===== config.mk =====
export PLATFORM = sky130hd
export DESIGN_NAME = dma_chan_reg_file_flat
export DESIGN_NICKNAME = d
export VERILOG_FILES = /design/src/rtl/dma_chan_reg_file_if.sv /design/src/rtl/dma_chan_reg_file.sv /design/src/flat_wrapper.sv
export SDC_FILE = /design/constraint.sdc
export NUM_CORES = 2
export LEC_CHECK = 0
export BUFFER_PORTS_ARGS = -buffer_cell sky130_fd_sc_hd__buf_2
export CAP_MARGIN = 10
export CORE_ASPECT_RATIO = 0.5
export CORE_UTILIZATION = 35
export DETAILED_ROUTE_END_ITERATION = 12
export GPL_TIMING_DRIVEN = 0
export SYNTH_ARGS = -nofsm -noshare
export SYNTH_HDL_FRONTEND = slang
export SYNTH_SLANG_ARGS = --single-unit

===== constraint.sdc =====
create_clock -name clk0 -period 33.7 [get_ports clk0]
set_input_delay 3.37 -clock clk0 [delete_from_list [all_inputs] [get_ports clk0]]
set_output_delay 3.37 -clock clk0 [all_outputs]
set_load 0.05 [all_outputs]

===== src/rtl/dma_chan_reg_file_if.sv =====
// Host register bus and DMA beat request/acknowledge bundle for dma_chan_reg_file.
// The master side drives host commands and xfer_ack; the slave side is the register file.
interface dma_chan_reg_file_if #(
  parameter int unsigned NUM_CH = 4,
  parameter int unsigned DATA_W = 32,
  parameter int unsigned ADDR_W = 24
);
  logic [2:0]        host_cmd;
  logic [ADDR_W-1:0] host_addr;
  logic [DATA_W-1:0] host_datain;
  logic [DATA_W-1:0] host_dataout;
  logic              host_rd_valid;
  logic              xfer_req;
  logic [2:0]        xfer_ch;
  logic [DATA_W-1:0] xfer_src;
  logic [DATA_W-1:0] xfer_dst;
  logic [1:0]        xfer_size;
  logic              xfer_ack;
  logic [NUM_CH-1:0] irq;

  modport master (
    output host_cmd, host_addr, host_datain, xfer_ack,
    input  host_dataout, host_rd_valid, xfer_req, xfer_ch, xfer_src, xfer_dst, xfer_size, irq
  );

  modport slave (
    input  host_cmd, host_addr, host_datain, xfer_ack,
    output host_dataout, host_rd_valid, xfer_req, xfer_ch, xfer_src, xfer_dst, xfer_size, irq
  );
endinterface


===== src/rtl/dma_chan_reg_file.sv =====
// DMA channel register file: per-channel SRC/DST/LEN/CTRL/STATUS registers, a per-channel
// IDLE/BUSY/DONE FSM and a round-robin arbiter issuing one beat request at a time.
module dma_chan_reg_file #(
  parameter int unsigned       NUM_CH    = 4,
  parameter int unsigned       DATA_W    = 32,
  parameter int unsigned       ADDR_W    = 24,
  parameter logic [ADDR_W-1:0] BASE_ADDR = 24'h080000,
  parameter int unsigned       LEN_W     = 16
) (
  input logic               clk0,
  input logic               reset,
  dma_chan_reg_file_if.slave io_bus
);

  typedef enum logic [1:0] {StIdle, StBusy, StDone} state_e;

  logic [DATA_W-1:0] r_src   [NUM_CH];
  logic [DATA_W-1:0] r_dst   [NUM_CH];
  logic [LEN_W-1:0]  r_len   [NUM_CH];
  logic [1:0]        r_size  [NUM_CH];
  state_e            r_state [NUM_CH];
  logic [NUM_CH-1:0] r_sinc, r_dinc, r_ien, r_done, r_err, r_abt;
  logic              r_req;
  logic [2:0]        r_gnt, r_ptr;
  logic [DATA_W-1:0] r_rdata;
  logic              r_rd_valid;

  logic [ADDR_W-1:0] w_off;
  logic              w_hit, w_wr, w_rd;
  logic [2:0]        w_ch, w_reg;
  logic [DATA_W-1:0] w_wdata;
  logic [NUM_CH-1:0] w_sel, w_busy, w_ack, w_abort;
  logic [LEN_W-1:0]  w_step [NUM_CH];
  logic              w_found, w_gabort;
  logic [2:0]        w_next;
  logic [DATA_W-1:0] w_rdata, w_xsrc, w_xdst;
  logic [1:0]        w_xsize;

  assign w_off   = io_bus.host_addr - BASE_ADDR;
  assign w_hit   = (io_bus.host_addr >= BASE_ADDR) && (w_off < ADDR_W'(8 * NUM_CH));
  assign w_ch    = w_off[5:3];
  assign w_reg   = w_off[2:0];
  assign w_wr    = w_hit && (io_bus.host_cmd == 3'b010);
  assign w_rd    = w_hit && (io_bus.host_cmd == 3'b001);
  assign w_wdata = io_bus.host_datain;

  always_comb begin
    w_sel   = '0;
    w_busy  = '0;
    w_ack   = '0;
    w_abort = '0;
    for (int c = 0; c < NUM_CH; c++) begin
      w_sel[c]   = w_hit && (w_ch == 3'(c));
      w_busy[c]  = (r_state[c] == StBusy);
      w_ack[c]   = r_req && io_bus.xfer_ack && (r_gnt == 3'(c));
      w_abort[c] = w_wr && w_hit && (w_ch == 3'(c)) && (w_reg == 3'd4) && w_wdata[6]
                   && (r_state[c] == StBusy);
      w_step[c]  = LEN_W'(1) << r_size[c];
    end
  end

  // Status W1C is evaluated before hardware sets so that a same-cycle set wins.
  always_ff @(posedge clk0 or posedge reset) begin
    if (reset) begin
      for (int c = 0; c < NUM_CH; c++) begin
        r_src[c]   <= '0;
        r_dst[c]   <= '0;
        r_len[c]   <= '0;
        r_size[c]  <= '0;
        r_state[c] <= StIdle;
      end
      r_sinc <= '0;
      r_dinc <= '0;
      r_ien  <= '0;
      r_done <= '0;
      r_err  <= '0;
      r_abt  <= '0;
    end else begin
      for (int c = 0; c < NUM_CH; c++) begin
        if (w_wr && w_sel[c] && (w_reg == 3'd0)) begin
          if (w_wdata[0]) r_done[c] <= 1'b0;
          if (w_wdata[2]) r_err[c]  <= 1'b0;
          if (w_wdata[3]) r_abt[c]  <= 1'b0;
        end
        if (w_wr && w_sel[c] && (r_state[c] != StBusy)) begin
          case (w_reg)
            3'd1: r_src[c] <= w_wdata;
            3'd2: r_dst[c] <= w_wdata;
            3'd3: r_len[c] <= w_wdata[LEN_W-1:0];
            3'd4: begin
              r_size[c] <= w_wdata[1:0];
              r_sinc[c] <= w_wdata[2];
              r_dinc[c] <= w_wdata[3];
              r_ien[c]  <= w_wdata[4];
            end
            default: ;
          endcase
        end
        case (r_state[c])
          StIdle: begin
            if (w_wr && w_sel[c] && (w_reg == 3'd4) && w_wdata[5]) begin
              if ((r_len[c] == '0) || (w_wdata[1:0] == 2'd3)) begin
                r_state[c] <= StDone;
                r_done[c]  <= 1'b1;
                r_err[c]   <= 1'b1;
              end else begin
                r_state[c] <= StBusy;
              end
            end
          end
          StBusy: begin
            if (w_abort[c]) begin
              r_state[c] <= StIdle;
              r_abt[c]   <= 1'b1;
            end else if (w_ack[c]) begin
              if (r_sinc[c]) r_src[c] <= r_src[c] + DATA_W'(w_step[c]);
              if (r_dinc[c]) r_dst[c] <= r_dst[c] + DATA_W'(w_step[c]);
              if (w_step[c] >= r_len[c]) begin
                r_len[c]   <= '0;
                r_state[c] <= StDone;
                r_done[c]  <= 1'b1;
              end else begin
                r_len[c] <= r_len[c] - w_step[c];
              end
            end
          end
          StDone: begin
            if (w_wr && w_sel[c] && (w_reg == 3'd0) && !(r_done[c] && !w_wdata[0])
                && !(r_err[c] && !w_wdata[2])) begin
              r_state[c] <= StIdle;
            end
          end
          default: r_state[c] <= StIdle;
        endcase
      end
    end
  end

  always_comb begin
    w_found  = 1'b0;
    w_next   = '0;
    w_gabort = 1'b0;
    for (int i = 0; i < NUM_CH; i++) begin
      for (int c = 0; c < NUM_CH; c++) begin
        if (!w_found && w_busy[c] && (c == (int'(r_ptr) + i) % NUM_CH)) begin
          w_found = 1'b1;
          w_next  = 3'(c);
        end
      end
    end
    for (int c = 0; c < NUM_CH; c++) begin
      if ((r_gnt == 3'(c)) && w_abort[c]) w_gabort = 1'b1;
    end
  end

  always_ff @(posedge clk0 or posedge reset) begin
    if (reset) begin
      r_req <= 1'b0;
      r_gnt <= '0;
      r_ptr <= '0;
    end else if (r_req) begin
      if (io_bus.xfer_ack || w_gabort) r_req <= 1'b0;
    end else if (w_found) begin
      r_req <= 1'b1;
      r_gnt <= w_next;
      r_ptr <= 3'((int'(w_next) + 1) % NUM_CH);
    end
  end

  always_comb begin
    w_rdata = '0;
    w_xsrc  = '0;
    w_xdst  = '0;
    w_xsize = '0;
    for (int c = 0; c < NUM_CH; c++) begin
      if (w_ch == 3'(c)) begin
        case (w_reg)
          3'd0: w_rdata = DATA_W'({r_abt[c], r_err[c], w_busy[c], r_done[c]});
          3'd1: w_rdata = r_src[c];
          3'd2: w_rdata = r_dst[c];
          3'd3: w_rdata = DATA_W'(r_len[c]);
          3'd4: w_rdata = DATA_W'({r_ien[c], r_dinc[c], r_sinc[c], r_size[c]});
          default: w_rdata = '0;
        endcase
      end
      if (r_req && (r_gnt == 3'(c))) begin
        w_xsrc  = r_src[c];
        w_xdst  = r_dst[c];
        w_xsize = r_size[c];
      end
    end
  end

  always_ff @(posedge clk0 or posedge reset) begin
    if (reset) begin
      r_rdata    <= '0;
      r_rd_valid <= 1'b0;
    end else begin
      r_rd_valid <= w_rd;
      if (w_rd) r_rdata <= w_rdata;
    end
  end

  assign io_bus.host_dataout  = r_rdata;
  assign io_bus.host_rd_valid = r_rd_valid;
  assign io_bus.xfer_req      = r_req;
  assign io_bus.xfer_ch       = r_gnt;
  assign io_bus.xfer_src      = w_xsrc;
  assign io_bus.xfer_dst      = w_xdst;
  assign io_bus.xfer_size     = w_xsize;
  assign io_bus.irq           = r_ien & (r_done | r_err | r_abt);

endmodule


===== src/flat_wrapper.sv =====
// flat-port wrapper written by rule: the top's interface ports become plain ports
module dma_chan_reg_file_flat 
#(
  parameter int unsigned       NUM_CH    = 4,
  parameter int unsigned       DATA_W    = 32,
  parameter int unsigned       ADDR_W    = 24,
  parameter logic [ADDR_W-1:0] BASE_ADDR = 24'h080000,
  parameter int unsigned       LEN_W     = 16
)
  (clk0, reset, io_bus_host_cmd, io_bus_host_addr, io_bus_host_datain, io_bus_xfer_ack, io_bus_host_dataout, io_bus_host_rd_valid, io_bus_xfer_req, io_bus_xfer_ch, io_bus_xfer_src, io_bus_xfer_dst, io_bus_xfer_size, io_bus_irq);
  dma_chan_reg_file_if #(.NUM_CH(NUM_CH), .DATA_W(DATA_W), .ADDR_W(ADDR_W)) io_bus_i ();
  input logic clk0;
  input logic reset;
  input wire logic [$bits(io_bus_i.host_cmd)-1:0] io_bus_host_cmd;
  input wire logic [$bits(io_bus_i.host_addr)-1:0] io_bus_host_addr;
  input wire logic [$bits(io_bus_i.host_datain)-1:0] io_bus_host_datain;
  input wire logic [$bits(io_bus_i.xfer_ack)-1:0] io_bus_xfer_ack;
  output wire logic [$bits(io_bus_i.host_dataout)-1:0] io_bus_host_dataout;
  output wire logic [$bits(io_bus_i.host_rd_valid)-1:0] io_bus_host_rd_valid;
  output wire logic [$bits(io_bus_i.xfer_req)-1:0] io_bus_xfer_req;
  output wire logic [$bits(io_bus_i.xfer_ch)-1:0] io_bus_xfer_ch;
  output wire logic [$bits(io_bus_i.xfer_src)-1:0] io_bus_xfer_src;
  output wire logic [$bits(io_bus_i.xfer_dst)-1:0] io_bus_xfer_dst;
  output wire logic [$bits(io_bus_i.xfer_size)-1:0] io_bus_xfer_size;
  output wire logic [$bits(io_bus_i.irq)-1:0] io_bus_irq;
  assign io_bus_i.host_cmd = io_bus_host_cmd;
  assign io_bus_i.host_addr = io_bus_host_addr;
  assign io_bus_i.host_datain = io_bus_host_datain;
  assign io_bus_i.xfer_ack = io_bus_xfer_ack;
  assign io_bus_host_dataout = io_bus_i.host_dataout;
  assign io_bus_host_rd_valid = io_bus_i.host_rd_valid;
  assign io_bus_xfer_req = io_bus_i.xfer_req;
  assign io_bus_xfer_ch = io_bus_i.xfer_ch;
  assign io_bus_xfer_src = io_bus_i.xfer_src;
  assign io_bus_xfer_dst = io_bus_i.xfer_dst;
  assign io_bus_xfer_size = io_bus_i.xfer_size;
  assign io_bus_irq = io_bus_i.irq;
  dma_chan_reg_file #(.NUM_CH(NUM_CH), .DATA_W(DATA_W), .ADDR_W(ADDR_W), .BASE_ADDR(BASE_ADDR), .LEN_W(LEN_W)) u_core (.clk0(clk0), .reset(reset), .io_bus(io_bus_i));
endmodule

# After elaboration in Yosys (flattened, before gate mapping)
# Index checks and enable logic that the tools add are counted.
# Widths: inputs -> output; s select.
# op_classes
eq_ne	53
n_addsub	17
shifts	4
muxes	226
n_lt_le_gt_ge	6
n_reduce_logical	158
bitwise_logic	4
# op_table
cell	n
$mux 32	60
$pmux 32 s5	4
$mux 16	24
$add 32x16->32	8
$logic_not 32->1	4
$logic_and 1x1->1	104
$mux 1	88
$mux 2	42
$ge 16x16->1	4
$logic_not 16->1	4
$shl 1x2->16 const A	4
$sub 16x16->16	4
$logic_not 1->1	25
$ge 24x20->1 const B	1
$lt 24x6->1 const B	1
$ne 2x1->1 const B	12
$ne 3x3->1 const B	8
$pmux 2 s3	4
$sub 24x20->24 const B	1
$eq 3x2->1 const B	7
$eq 2x2->1 const A	8
$reduce_and 4->1	4
$eq 3x1->1 const B	4
$eq 2x2->1 const B	5
other kinds (13)	38
# word_totals
inputBits	62
wordCells	508
ff_bits	399
out_inout_bits	107

# Logic depth before layout (Yosys ltp)
# logic_depth
ltp_word	65
depth_mapped	11
ltp_nobuf	10

# Worst setup path after synthesis
# Ideal clock, no wire load.
# synth_timing
kind	register to output
start	register u_core.r_gnt[0] (netlist: u_core.io_bus.xfer_ch[0])
end	output port io_bus_xfer_dst[0]
slack_ns	27.786
n_path_buf	2
required_ns	30.330
arrival_ns	2.544
path_stages_with_launch	5
cell_sequence	dfrtp_1 -> buf_1 -> buf_1 -> mux4_2 -> and2_1
# synth_via
elab_chain_len	6
elab_cells_between_ends	12
cone_classes	eq/ne: 3; mux: 4; reduce/logical: 5
# synth_lines
item	line	rtl
start: declaration	dma_chan_reg_file.sv:24	logic [2:0] r_gnt, r_ptr;
start signal: assignment	dma_chan_reg_file.sv:165	r_gnt <= w_next;
$logic_not 3->1	dma_chan_reg_file.sv:186	if (r_req && (r_gnt == 3'(c))) begin
$logic_and 1x1->1	dma_chan_reg_file.sv:186	
$mux 32 (3 in series)	dma_chan_reg_file.sv:186	
$mux 32 *	dma_chan_reg_file.sv:186	
end: declaration	flat_wrapper.sv:23	output wire logic [$bits(io_bus_i.xfer_dst)-1:0] io_bus_xfer_dst;
# Mark *: on every way between the ends. The rest lies on a longest branch, timed or not.

# Worst setup path after layout
# layout_timing
start	register u_core.r_req (netlist: u_core.io_bus.xfer_req)
end	output port io_bus_xfer_dst[12]
# layout_via
elab_chain_len	5
elab_cells_between_ends	8
cone_classes	mux: 4; reduce/logical: 4
# layout_lines
item	line	rtl
start: declaration	dma_chan_reg_file.sv:23	logic r_req;
start signal: assignment	dma_chan_reg_file.sv:158	r_req <= 1'b0;
start signal: assignment	dma_chan_reg_file.sv:162	if (io_bus.xfer_ack || w_gabort) r_req <= 1'b0;
start signal: assignment	dma_chan_reg_file.sv:164	r_req <= 1'b1;
$logic_and 1x1->1	dma_chan_reg_file.sv:186	
$mux 32 (3 in series)	dma_chan_reg_file.sv:186	
$mux 32 *	dma_chan_reg_file.sv:186	
# Marks and branches as above.

==> impl_summary.md <==
Critical path
The type of the worst setup path is flop to primary output. Along the worst path, the maximum fanout reaches 10. The critical register-to-register path endpoint is u_core.r_dst[90]. The kind of launch point of the worst setup path is a flop. In this run the critical register-to-register path is launched from u_core.r_size[4].

Counting cells, the worst reg-to-reg path comes to 10. Across all register-to-register paths, the minimum setup slack is 29.59 ns. In this run the worst setup path terminates at io_bus_xfer_dst[12]. For the worst setup path, the data required time is 30.33 ns. In this design, the critical path's most frequently occurring cell is clkbuf_1.

The worst setup path startpoint is u_core.io_bus.xfer_req. Walking the worst path, the cells encountered are clkbuf_1 > and3b_1 > clkbuf_1 > clkbuf_1 > a22o_1 > a221o_1 > buf_2. The maximum cell stage delay along the critical path is 0.68 ns. The master of the slowest instance on the critical path is clkbuf_1. Data on the critical path arrives at its endpoint at 4.07 ns. The critical path endpoint category is a primary output.

Floorplanning
After floorplanning, the core was sized to cover 84100 um^2. The floorplan step defined a die boundary enclosing between 80000 and 90000 um^2. The total I/O pin count is between 150 and 200. The horizontal extent of the die is roughly 410 um. After floorplanning, the core was divided into 75 placement rows. From bottom edge to top edge, the die measures 208 um.

For this configuration, the core starts out at a cell density of 35.5%.

STA
The worst clock skew on the final layout is 0.0355 ns. The final hold violation count came to 0. Setup total negative slack on the finished layout was measured at 0 ns.

The final max-slew violation count is 0. For the pin with the worst max-slew slack, the measured transition is 1.48 ns. The post-layout minimum cycle time is 7.44 ns.

Setup repair after global routing left no endpoint under its margin. The final critical-path share of the clock period is between 20 and 25%. The highest attainable clock frequency is 134 MHz. Setup violations remaining at the end of the flow were counted as 0.

In this run the tightest slew margin relative to its limit is 1.16%.

Final layout
Registers take approximately 10000 um^2. For this run, the post-layout net count is 3872. Summing all multi-input logic gate instances after layout gives 18300 um^2. The finished layout holds slightly below 5000 standard cells, fillers aside. The total non-filler cell area in the finished layout is around 34000 um^2.

The final core utilization is 40.3%. The filler cells instantiated in the layout total 8673. Of the cells placed in the final design, the portion with a size suffix greater than 1 is 14.1%.

The synthesis-to-finish area growth is 13.5%.

Logic synthesis
The synthesized netlist occupies a cell area of 29800 um^2. The synthesized area divided by synthesized cell count is 8.43 um^2. The leading register cell type out of synthesis is dfrtp_1. By count the netlist is led by 398 x dfrtp_1, 350 x nor2_1, 288 x nand2_1. The library cell with the highest instance count after synthesis is dfrtp_1. In the synthesized netlist the async set-or-reset flop fraction comes to 100%.

The sequential area share after synthesis is approximately a third. The number of nets in the synthesized netlist is 3662. Sorting the synthesized cells by area gives the leading types as dfrtp_1 33%, nor2_1 4.4%, a21oi_1 4.0%.

The synthesis warning total is 0. dfrtp_1 takes more of the synthesized area than any other cell. Of the post-synthesis cell area, the dominant cell type holds 33.4%.

The number of instances in the synthesized netlist is ~3500. The count of distinct cell types in the synthesized netlist is 102. The number of storage elements in the synthesis netlist is 398. In this run, synthesis inferred 0 flip-flops with an integrated enable.

GRT
The global-route congestion overflow total is 0. The number of global-route vias before repair is 31300. Global routing used between 40% and 50% of the available tracks across all layers. The first global-routing pass estimated roughly 250000 um of wire.

The number of antenna violations at the first check in global routing came to 25. Entering global routing, the biggest net connects 107 pins.

Drt
The detailed router finished its first iteration with about 6000 violations. The detailed-route vias per instance is 7.00. The post-route DRC violation count is 0. After detailed routing, no signal wire sits above met5. The aggregate routed wire length is 185000 um. For this block, wires on met1 add up to 77400 um. The met2 routed wirelength is slightly below 70000 um.

In the final routed layout, each cell accounts on average for 37.6 um. Wire segments on met3 add up to 32500 um in the final route. The first detailed-routing pass ran for 7 iterations.

The residual antenna-violating net count after detailed routing is 0. The routed via count is between 30000 and 40000.

CTS
TritonCTS built the clock tree. The number of clock buffers added by TritonCTS is 45. The total of hold buffers inserted after clock tree synthesis is 0. In this run, post-CTS repair resized a total of 0 instances.

The clock transition time at the flip-flop clock pins of the worst setup and hold paths is 0.08 ns. CTS placed an instance of clkbuf_16 at the clock tree root. The later pin in the worst-skew pair is clocked with a latency of ~0.63 ns. The H-tree was split into 2 levels. The buffer depth of the longest clock path is 3. The post-CTS setup repair buffer count is 0. Counting every sink on the clock net gives 398.

Worst hold path
Counting instances, the worst hold path has a depth of 1. The worst hold-check path type is flop to flop.

Flow run
The reported max-cap violation count is 0.

Placement
After detailed placement, the design holds a cell count of 4816. The number of port buffers is between 100 and 150. Detailed placement ended at an HPWL of between 100000 and 150000 um.

The final estimated routing congestion in global placement is 1.10. The post-placement cell area is 32200 um^2.

Pwr
The leakage component of the power is 13.8 nW. Dividing total power by cell area gives a power density of 40.0 nW/um^2. The worst-case IR drop observed on VDD is 31.3 uV.

Run status
The run finished with clean final reports.
## routing by layer
metal / GRT usage [%] / vias to the layer above
li1: - / 14000
met1: 59.1 / 17300
met2: 52.8 / 2743
met3: 21.0 / 397
met4: 13.6 / 14
met5: 0 / -
## logic make-up (layout without fill, tap and decap cells)
family                     Yosys count  in the layout  synth area share, %
AOI/OAI and AO/OA                 1126           1126                 26.0
xor gates and xnor gates            27             27                0.792
adders and majority gates           61             61                 2.86
buffers and inverters              377            621                 5.20
DFF                                398            398                 33.4
muxes                              135            135                 6.94
other                                1             12               0.0126
and+or+nand+nor                   1414           1414                 24.8
## worst max-delay path, delay by kind of cell, from the launching register on
family / cells / cell delay, ns
buffers and inverters: 4 / 2.03
DFF: 1 / 0.40
and+or+nand+nor: 1 / 0.39
AOI/OAI and AO/OA: 2 / 0.62
## where the power goes
part	switching (mW)	internal, mW
logic	0.203	0.0721
registers	0.0275	0.488
clock network	0.247	0.316
## registers in the layout (all words and copies together) (netlist names)
register,count
u_core.r_done,4
u_core.io_bus.xfer_req,1
u_core.r_state,8
u_core.r_ptr,2
u_core.r_err,4
u_core.r_dinc,4
u_core.io_bus.xfer_ch,2
u_core.r_len,64
u_core.r_dst,128
u_core.r_size,8
u_core.r_abt,4
u_core.r_ien,4
u_core.r_src,128
u_core.r_sinc,4
u_core.io_bus.host_rd_valid,1
u_core.io_bus.host_dataout,32
## cells in the final DEF, fill, tap and decap left out, types with 47 or more instances in the layout
cell       instances
dfrtp_1          398
nor2_1           350
nand2_1          288
a21oi_1          236
buf_2            187
nand3_1          185
clkbuf_1         169
o21ai_0          166
a211oi_1         112
nor3_1           111
inv_1            111
o22ai_1           96
a22oi_1           88
and2_1            79
nand4_1           74
a221oi_1          56
mux2_2            54
and3_1            54
mux4_2            52
nor4_1            50
ha_1              49
clkbuf_16         47
## worst min path at each step
stage,end,from,slack (ns)
finish,u_core.io_bus.host_dataout[7],u_core.io_bus.host_dataout[7],0.48
detailed placement,u_core.io_bus.host_dataout[9],u_core.io_bus.host_dataout[9],0.46
global placement,u_core.io_bus.host_dataout[24],u_core.io_bus.host_dataout[24],0.46
floorplan,u_core.r_state[1],u_core.r_state[0],0.46
global route,u_core.io_bus.host_dataout[10],u_core.io_bus.host_dataout[10],0.49
CTS,u_core.io_bus.host_dataout[7],u_core.io_bus.host_dataout[7],0.48
## per-stage QoR
stage | worst slack, ns | power [mW] | hold slack (ns)
5_1_grt | 26.35 | 1.38 | 0.489
3_5_place_dp | 26.22 | 0.783 | 0.463
3_3_place_gp | 13.52 | 0.779 | 0.459
4_1_cts | 26.46 | 1.34 | 0.482
6_report | 26.26 | 1.35 | 0.475
2_1_floorplan | 19.26 | 0.671 | 0.463
## cell type report
class | instances | area share (%)
Tap cell | 1116 | 4.12
Clock inverter | 19 | 0.721
Buffer | 264 | 3.35
Multi-Input combinational cell | 2764 | 54.2
Timing Repair Buffer | 163 | 2.91
Sequential cell | 398 | 29.4
Clock buffer | 62 | 3.94
Inverter | 113 | 1.27
Antenna cell | 11 | 0.0813
No activity file was read; power rests on OpenSTA's default activity.
